$ cat src/rtl/divisor_if.sv
// rtl/divisor_if.sv - start/operand/result bundle for the restoring divider
interface divisor_if #(
    parameter int N = 16
);
    logic         St;
    logic [N-1:0] Dividendo;
    logic [N-1:0] Divisor;
    logic [N-1:0] Quociente;
    logic [N-1:0] Resto;
    logic         Done;
    logic         Busy;
    logic         DivZero;

    modport master (
        output St, Dividendo, Divisor,
        input  Quociente, Resto, Done, Busy, DivZero
    );

    modport slave (
        input  St, Dividendo, Divisor,
        output Quociente, Resto, Done, Busy, DivZero
    );
endinterface

$ cat src/rtl/divisor.sv
// rtl/divisor.sv - unsigned restoring shift-subtract divider, one quotient bit per cycle
module divisor #(
    parameter int N = 16
) (
    input  logic     Clk,
    input  logic     rst,
    divisor_if.slave bus
);
    localparam int CW = $clog2(N + 1);

    typedef enum logic [1:0] {IDLE, RUN, FIM} state_t;

    state_t          state_q, state_d;
    logic [N:0]      r_q, r_d;
    logic [N-1:0]    q_q, q_d;
    logic [N-1:0]    d_q, d_d;
    logic [CW-1:0]   cnt_q, cnt_d;
    logic [N-1:0]    quo_q, quo_d;
    logic [N-1:0]    res_q, res_d;
    logic            dz_q, dz_d;

    logic [N:0]      src_r;
    logic [N-1:0]    src_q;
    logic [N-1:0]    src_d;
    logic [N+1:0]    shifted;
    logic [N+1:0]    diff;
    logic            neg;
    logic [N:0]      step_r;
    logic [N-1:0]    step_q;

    // The accepting edge already performs the first iteration from {0, Dividendo},
    // so RUN only needs N-1 more cycles and Done lands N cycles after acceptance.
    always_comb begin
        src_r   = (state_q == RUN) ? r_q : '0;
        src_q   = (state_q == RUN) ? q_q : bus.Dividendo;
        src_d   = (state_q == RUN) ? d_q : bus.Divisor;
        shifted = {src_r, src_q[N-1]};
        diff    = shifted - {2'b00, src_d};
        neg     = diff[N+1];
        step_r  = neg ? shifted[N:0] : diff[N:0];
        step_q  = {src_q[N-2:0], ~neg};
    end

    always_comb begin
        state_d = state_q;
        r_d     = r_q;
        q_d     = q_q;
        d_d     = d_q;
        cnt_d   = cnt_q;
        quo_d   = quo_q;
        res_d   = res_q;
        dz_d    = dz_q;
        case (state_q)
            IDLE, FIM: begin
                state_d = IDLE;
                if (bus.St) begin
                    d_d = bus.Divisor;
                    if (bus.Divisor == '0) begin
                        state_d = FIM;
                        r_d     = '0;
                        q_d     = bus.Dividendo;
                        cnt_d   = '0;
                        quo_d   = '1;
                        res_d   = bus.Dividendo;
                        dz_d    = 1'b1;
                    end else begin
                        state_d = RUN;
                        r_d     = step_r;
                        q_d     = step_q;
                        cnt_d   = CW'(N - 1);
                    end
                end
            end
            RUN: begin
                r_d   = step_r;
                q_d   = step_q;
                cnt_d = cnt_q - CW'(1);
                if (cnt_q == CW'(1)) begin
                    state_d = FIM;
                    quo_d   = step_q;
                    res_d   = step_r[N-1:0];
                    dz_d    = 1'b0;
                end
            end
            default: state_d = IDLE;
        endcase
    end

    always_ff @(posedge Clk or negedge rst) begin
        if (!rst) begin
            state_q <= IDLE;
            r_q     <= '0;
            q_q     <= '0;
            d_q     <= '0;
            cnt_q   <= '0;
            quo_q   <= '0;
            res_q   <= '0;
            dz_q    <= 1'b0;
        end else begin
            state_q <= state_d;
            r_q     <= r_d;
            q_q     <= q_d;
            d_q     <= d_d;
            cnt_q   <= cnt_d;
            quo_q   <= quo_d;
            res_q   <= res_d;
            dz_q    <= dz_d;
        end
    end

    assign bus.Quociente = quo_q;
    assign bus.Resto     = res_q;
    assign bus.DivZero   = dz_q;
    assign bus.Done      = (state_q == FIM);
    assign bus.Busy      = (state_q == RUN);
endmodule

$ cat src/flat_wrapper.sv
// flat-port wrapper written by rule: the top's interface ports become plain ports
module divisor_flat 
#(
    parameter int N = 16
)
  (Clk, rst, bus_St, bus_Dividendo, bus_Divisor, bus_Quociente, bus_Resto, bus_Done, bus_Busy, bus_DivZero);
  divisor_if #(.N(N)) bus_i ();
  input  logic Clk;
  input  logic rst;
  input wire logic [$bits(bus_i.St)-1:0] bus_St;
  input wire logic [$bits(bus_i.Dividendo)-1:0] bus_Dividendo;
  input wire logic [$bits(bus_i.Divisor)-1:0] bus_Divisor;
  output wire logic [$bits(bus_i.Quociente)-1:0] bus_Quociente;
  output wire logic [$bits(bus_i.Resto)-1:0] bus_Resto;
  output wire logic [$bits(bus_i.Done)-1:0] bus_Done;
  output wire logic [$bits(bus_i.Busy)-1:0] bus_Busy;
  output wire logic [$bits(bus_i.DivZero)-1:0] bus_DivZero;
  assign bus_i.St = bus_St;
  assign bus_i.Dividendo = bus_Dividendo;
  assign bus_i.Divisor = bus_Divisor;
  assign bus_Quociente = bus_i.Quociente;
  assign bus_Resto = bus_i.Resto;
  assign bus_Done = bus_i.Done;
  assign bus_Busy = bus_i.Busy;
  assign bus_DivZero = bus_i.DivZero;
  divisor #(.N(N)) u_core (.Clk(Clk), .rst(rst), .bus(bus_i));
endmodule
$ cat config.mk
export PLATFORM = sky130hd
export DESIGN_NAME = divisor_flat
export DESIGN_NICKNAME = d
export VERILOG_FILES = /design/src/rtl/divisor_if.sv /design/src/rtl/divisor.sv /design/src/flat_wrapper.sv
export SDC_FILE = /design/constraint.sdc
export NUM_CORES = 1
export LEC_CHECK = 0
export CORE_ASPECT_RATIO = 1.2
export CORE_MARGIN = 1
export CORE_UTILIZATION = 35
export DETAILED_ROUTE_END_ITERATION = 10
export GPL_ROUTABILITY_DRIVEN = 1
export PLACE_DENSITY = 0.59
export SYNTH_ARGS = -nofsm -noshare
export SYNTH_HDL_FRONTEND = slang
export SYNTH_SLANG_ARGS = --single-unit
$ cat constraint.sdc
create_clock -name Clk -period 10.5 [get_ports Clk]
set_input_delay 2.1 -clock Clk [delete_from_list [all_inputs] [get_ports Clk]]
set_output_delay 2.1 -clock Clk [all_outputs]
set_load 0.02 [all_outputs]
==> run_results.csv, run 1 <==
group,metric,value,unit
outcome,run_status,"completed",
power,powerDensity,424,mW/mm^2
floorplan,ios,70,
global_route,overflow,0,
timing,slew_headroom,40.0,%
hold_path,hold_path.class,"flop to flop",
global_route,track_usage,20.1,%
timing,fin_setup_tns,0,ps
layout,final_util,43.9,%
yosys,avgSynthCellArea,9.55,sq um
floorplan,die_y,135,um
clocking,clk_pin_slew,60,ps
layout,area_growth,21.9,%
yosys,synth.yosys.seq_area_share,42.9,%
detailed_routing,viasPerCell,5.66,
detailed_routing,drt-total-wl,14.5,mm
power,p_leak,2.91,nW
clocking,cts_tree,"yes",
yosys,synthesis.nets,598,
global_route,grt_max_degree,63,
timing,min_period_over_period,48.7,%
floorplan,initial_core_util,36.0,%
detailed_routing,wl_per_cell,18.6,um
global_route,grt_pass1_vias,4371,
clocking,clockBufferDepth,2,
critical_path,critPathLaunchType,"input port",
detailed_routing,first_pass_iters,5,
yosys,synth_edf_count,0,
yosys,yosysWarnings,0,
clocking,post-cts-setup-buffer-count,0,
global_route,antenna_found_initial,0,
yosys,yosysMostFrequentCell,"dfrtp_1",
yosys,synthArstFlopShare,100,%
placed_design,place_hpwl,10.4,mm
placed_design,gp_congestion,0.898,
timing,finalSetupViolCount,0,
critical_path,crit_fanout,21,
clocking,numCtsBuffers,9,
clocking,clock-sinks,89,
timing,min_period,5110,ps
placed_design,place_inst,764,
yosys,synth_top_area_share,42.9,%
timing,final-max-slew-violation-count,0,
floorplan,rows,48,
timing,tightest_slew,899,ps
global_route,grt_pass1_wl,23.6,mm
layout,design_area,0.00633,sq mm
run,drv_cap,0,
timing,finalHoldViolCount,0,
timing,fmaxAchievable,0.196,GHz
critical_path,worstSetupPathType,"input port to flop",
layout,antenna_cells,0,
clocking,ctsRootBufferMaster,"clkbuf_16",
layout,drive_above_1_share,5.96,%
detailed_routing,route.detailed.drc,0,
placed_design,place_area,0.00601,sq mm
yosys,synth_top_area_cell,"dfrtp_1",
yosys,syn_inst,544,
floorplan,fp.coreArea,0.0144,sq mm
power,ir_worst_vdd,0.000170,V
critical_path,critPathCaptureType,"flop",
yosys,ys_seq_elements,89,
yosys,synthTopCellsByArea,"dfrtp_1 (43%), mux2i_1 (8.5%), nand2_1 (6.1%)",
layout,nets,654,
floorplan,die_w,113,um
placed_design,numPortBuffers,69,
clocking,cts-resized-gates,0,
clocking,cts_hold_buf,0,
layout,stdcell_count,779,
detailed_routing,ant_nets,0,
timing,rsz0062_at_grt,"false",
detailed_routing,vias,4410,
yosys,synth_cell_types,61,
clocking,worstSkewPairLatency,350,ps
critical_path,arrival,5310,ps
yosys,synthTopCellsByCount,"dfrtp_1 (89), nand2_1 (84), mux2i_1 (44), o21ai_0 (44), a22oi_1 (30)",
yosys,synth-main-ff-cell,"dfrtp_1",
clocking,htreeDepth,3,
timing,final.setup_skew,7.23,ps
detailed_routing,initialDrtViolationCount,278,
critical_path,crit_required,10700,ps
floorplan,die_area,0.0153,sq mm
yosys,syn_area,0.00519,sq mm
-- critical path: stages --
cell             delay [ps]
clkdlybuf4s50_1         520
nand2_1                  60
nand2_1                 120
inv_1                    60
ha_1                    260
nor2b_2                 160
o2111ai_2               150
a2111o_1                490
a21boi_2                190
o211a_1                 770
mux2i_1                 320
o21ai_0                 110
-- layout by cell type (no fill, tap or decap), types with 3 or more instances in the layout --
cell type / instances
a21o_1: 6
a21oi_1: 20
a221o_1: 8
a22o_1: 3
a22oi_1: 30
a31oi_1: 3
and2_1: 17
and3_1: 8
buf_4: 12
clkbuf_16: 9
clkdlybuf4s50_1: 68
dfrtp_1: 89
ha_1: 18
inv_1: 9
mux2i_1: 44
nand2_1: 84
nand2b_1: 4
nand3_1: 9
nand4_1: 3
nor2_1: 19
nor2b_1: 3
nor3_1: 3
nor4_1: 4
o2111ai_1: 3
o211ai_1: 4
o21a_1: 6
o21ai_0: 44
o21ai_1: 4
o22a_1: 14
o22ai_1: 6
o311ai_0: 4
xnor2_1: 8
-- routing by layer --
layer / up-vias / track usage, % / wire length, um
li1: 2117 / - / -
met5: - / 0 / 0
met3: 11 / 3.40 / 538
met2: 114 / 34.7 / 7130
met4: 0 / 5.56 / 136
met1: 2168 / 26.0 / 6720
-- logic make-up after synthesis --
| logic type | after synthesis | synth area share [%] |
|---|---|---|
| compound gates | 174 | 23.5 |
| xor+xnor | 9 | 1.52 |
| fa+ha+maj | 19 | 4.72 |
| buf+inv | 46 | 4.19 |
| flops | 89 | 42.9 |
| mux | 44 | 8.48 |
| simple gates | 163 | 14.7 |
-- where the power goes --
part | internal [mW] | leakage [nW] | switching [mW] | total (mW)
Sequential | 0.519 | 1.07 | 0.116 | 0.635
Combinational | 0.732 | 1.69 | 0.962 | 1.69
Clock | 0.215 | 0.156 | 0.138 | 0.353
Total | 1.47 | 2.91 | 1.22 | 2.68
-- flip-flops by register name (all words and copies together) (netlist names) --
signal and flops:
u_core.q_q 16, u_core.bus.Resto 16, u_core.r_q 17, u_core.cnt_q 5, u_core.bus.Quociente 16, u_core.bus.DivZero 1
u_core.state_q 2, u_core.d_q 16
-- path summary, 6_finish.rpt --
| path | slack, ps | startpoint | to | cells past startpoint |
|---|---|---|---|---|
| worst max-delay path | 5390 | bus_Divisor[1] | u_core.r_q[12]$_DFFE_PN0P_ | 12 |
| worst min-delay path | 480 | u_core.d_q[14]$_DFFE_PN0P_ | u_core.d_q[14]$_DFFE_PN0P_ | 2 |
| worst max register to register | 6290 | u_core.state_q[1]$_DFFE_PN0P_ | u_core.r_q[12]$_DFFE_PN0P_ | 12 |
| worst min register to register | 480 | u_core.d_q[14]$_DFFE_PN0P_ | u_core.d_q[14]$_DFFE_PN0P_ | 2 |
| max in group asynchronous | 7720 | rst | u_core.r_q[15]$_DFFE_PN0P_ | 2 |
| min in group asynchronous | 1760 | rst | u_core.bus.Quociente[4]$_DFFE_PN0P_ | 1 |
-- through the flow --
stage	total power, mW	worst slack [ps]	hold slack [ps]
final	2.68	5390	476
after global routing	2.90	5180	501
after CTS	2.70	5380	478
after detailed placement	2.33	5040	462
after global placement	2.31	5070	456
after floorplan	1.88	6270	442
-- layout make-up --
type / instances / area (sq um)
flip-flops and latches: 89 / 2230
clock buffers: 11 / 243
inverters: 11 / 43.8
clock inverters: 4 / 77.6
multi-input cells: 409 / 2750
fillers: 1407 / 8080
repair buffers: 80 / 771
well taps: 175 / 219
Note: power is estimated with default switching activity, not from simulation.
==> run 2: changes to the inputs <==
Settings changed: PLACE_DENSITY 0.59 to 0.61.
Clock period 10.5 ns to 4.1 ns, I/O delays scaled along.
==> run 2 against run 1 <==
Against the previous run: sequential share of layout area decreased by 0.13 points; flip-flop and latch count unchanged; clock skew increased by 0.70 ps; register-to-register slack got worse by 5900 ps; via count increased by 1.0%; cell area increased by 0.38%; first-iteration DRC count decreased by 8.3%; critical path depth decreased by 1; wire length decreased by 3.3%; critical endpoint is now u_core.r_q[3]$_DFFE_PN0P_; largest cell class unchanged; highest routed layer unchanged.
==> run_results.csv, run 2 (synthesis results as in run 1) <==
group,metric,value,unit
outcome,run_status,"completed",
layout,stdcell_count,784,
detailed_routing,route.detailed.drc,0,
floorplan,die_area,0.0153,sq mm
clocking,worstSkewPairLatency,350,ps
placed_design,numPortBuffers,69,
global_route,grt_pass1_wl,22.6,mm
timing,min_period,3730,ps
placed_design,gp_congestion,0.878,
clocking,clk_pin_slew,70,ps
timing,tightest_slew,957,ps
placed_design,place_hpwl,10.2,mm
detailed_routing,viasPerCell,5.68,
critical_path,worstSetupPathType,"flop to flop",
detailed_routing,vias,4456,
critical_path,critPathTopFamily,"compound AO/OA/AOI/OAI gates",
clocking,htreeDepth,3,
detailed_routing,ant_nets,0,
detailed_routing,first_pass_iters,5,
timing,final.setup_skew,7.93,ps
global_route,antenna_found_initial,0,
run,drv_cap,0,
clocking,cts-resized-gates,0,
layout,final_util,44.1,%
detailed_routing,drt-total-wl,14.0,mm
hold_path,hold_depth,2,
clocking,cts_tree,"yes",
hold_path,hold_path.class,"flop to flop",
global_route,overflow,0,
timing,min_period_over_period,91.0,%
timing,fin_setup_tns,0,ps
placed_design,place_inst,768,
critical_path,crit_required,4320,ps
critical_path,arrival,3960,ps
layout,final_cell_mix,"dfrtp_1 (89), nand2_1 (84), clkdlybuf4s50_1 (68)",
floorplan,fp.coreArea,0.0144,sq mm
layout,largest_reg_flops,17,
timing,finalHoldViolCount,0,
clocking,ctsRootBufferMaster,"clkbuf_16",
floorplan,die_w,113,um
critical_path,crit_slowest_cell,"inv_4",
layout,area_growth,22.4,%
layout,nFillCells,1397,
critical_path,cpPeakStageDelay,400,ps
clocking,numCtsBuffers,9,
layout,antenna_cells,0,
timing,finalSetupViolCount,0,
global_route,grt_pass1_vias,4234,
layout,nets,658,
clocking,clock-sinks,89,
clocking,clockBufferDepth,2,
critical_path,critical_path_cell_count,11,
global_route,track_usage,19.0,%
critical_path,path_cells,"nand2b_1 -> inv_4 -> mux2i_1 -> ha_1 -> a21o_1 -> a31oi_2 -> a21oi_1 -> o2111ai_1 -> o211ai_2 -> buf_4 -> a221o_1",
timing,fmaxAchievable,0.268,GHz
timing,final-max-slew-violation-count,0,
critical_path,crit_fanout,43,
critical_path,cp_num_buf_inv,2,
floorplan,initial_core_util,36.0,%
floorplan,die_y,135,um
floorplan,rows,48,
layout,regMostFlops,"u_core.r_q",
global_route,grt_max_degree,75,
layout,drive_above_1_share,6.90,%
detailed_routing,wl_per_cell,17.9,um
timing,slew_headroom,36.2,%
timing,whs,474,ps
critical_path,critPathCaptureType,"flop",
floorplan,ios,70,
critical_path,r2r_cells,11,
timing,rsz0062_at_grt,"false",
critical_path,critPathLaunchType,"flop",
detailed_routing,initialDrtViolationCount,255,
clocking,cts_hold_buf,0,
layout,final_common_cell,"dfrtp_1",
clocking,post-cts-setup-buffer-count,0,
==> run 2: worst paths after layout <==
path                                                from                             endpoint  slack (ps)
max                        u_core.state_q[1]$_DFFE_PN0P_            u_core.r_q[3]$_DFFE_PN0P_         370
min                           u_core.d_q[12]$_DFFE_PN0P_           u_core.d_q[12]$_DFFE_PN0P_         470
max reg2reg                u_core.state_q[1]$_DFFE_PN0P_            u_core.r_q[3]$_DFFE_PN0P_         370
min reg2reg                   u_core.d_q[12]$_DFFE_PN0P_           u_core.d_q[12]$_DFFE_PN0P_         470
max in group asynchronous                            rst           u_core.r_q[14]$_DFFE_PN0P_        2640
min in group asynchronous                            rst  u_core.bus.Quociente[4]$_DFFE_PN0P_         600
==> run 2: cell type report <==
class                   count  area (sq um)  share of cell area [%]
well taps                 175           219                    3.45
multi-input cells         409          2750                    43.3
flip-flops and latches     89          2230                    35.0
clock inverters             7          76.3                    1.20
clock buffers               9           225                    3.54
inverters                  11          43.8                   0.689
repair buffers             84           813                    12.8
==> run 2: per-stage QoR <==
stage               cell area (sq um)  worst slack [ps]
CTS                              6350               408
global placement                 6050               247
detailed placement               6050               183
global route                     6350               130
finish                           6350               368
floorplan                        5190               231
==> run 2: tightest hold or removal path, stage by stage (launching register included) <==
cell	delay [ps]
dfrtp_1	340
nand2_1	50
nand2_1	50
==> run 2: routing by layer <==
metal  GRT usage (%)  part of all wire (%)  up-vias
met5               0                     0        -
met4            7.89                   2.4        0
met3            3.00                   3.9       25
met2            31.0                    47      131
met1            25.0                    46     2177
li1                -                     -     2123
Power of run 2 is not shown: default switching activity piles up to over one toggle a cycle in this logic, so the estimate is an artifact.
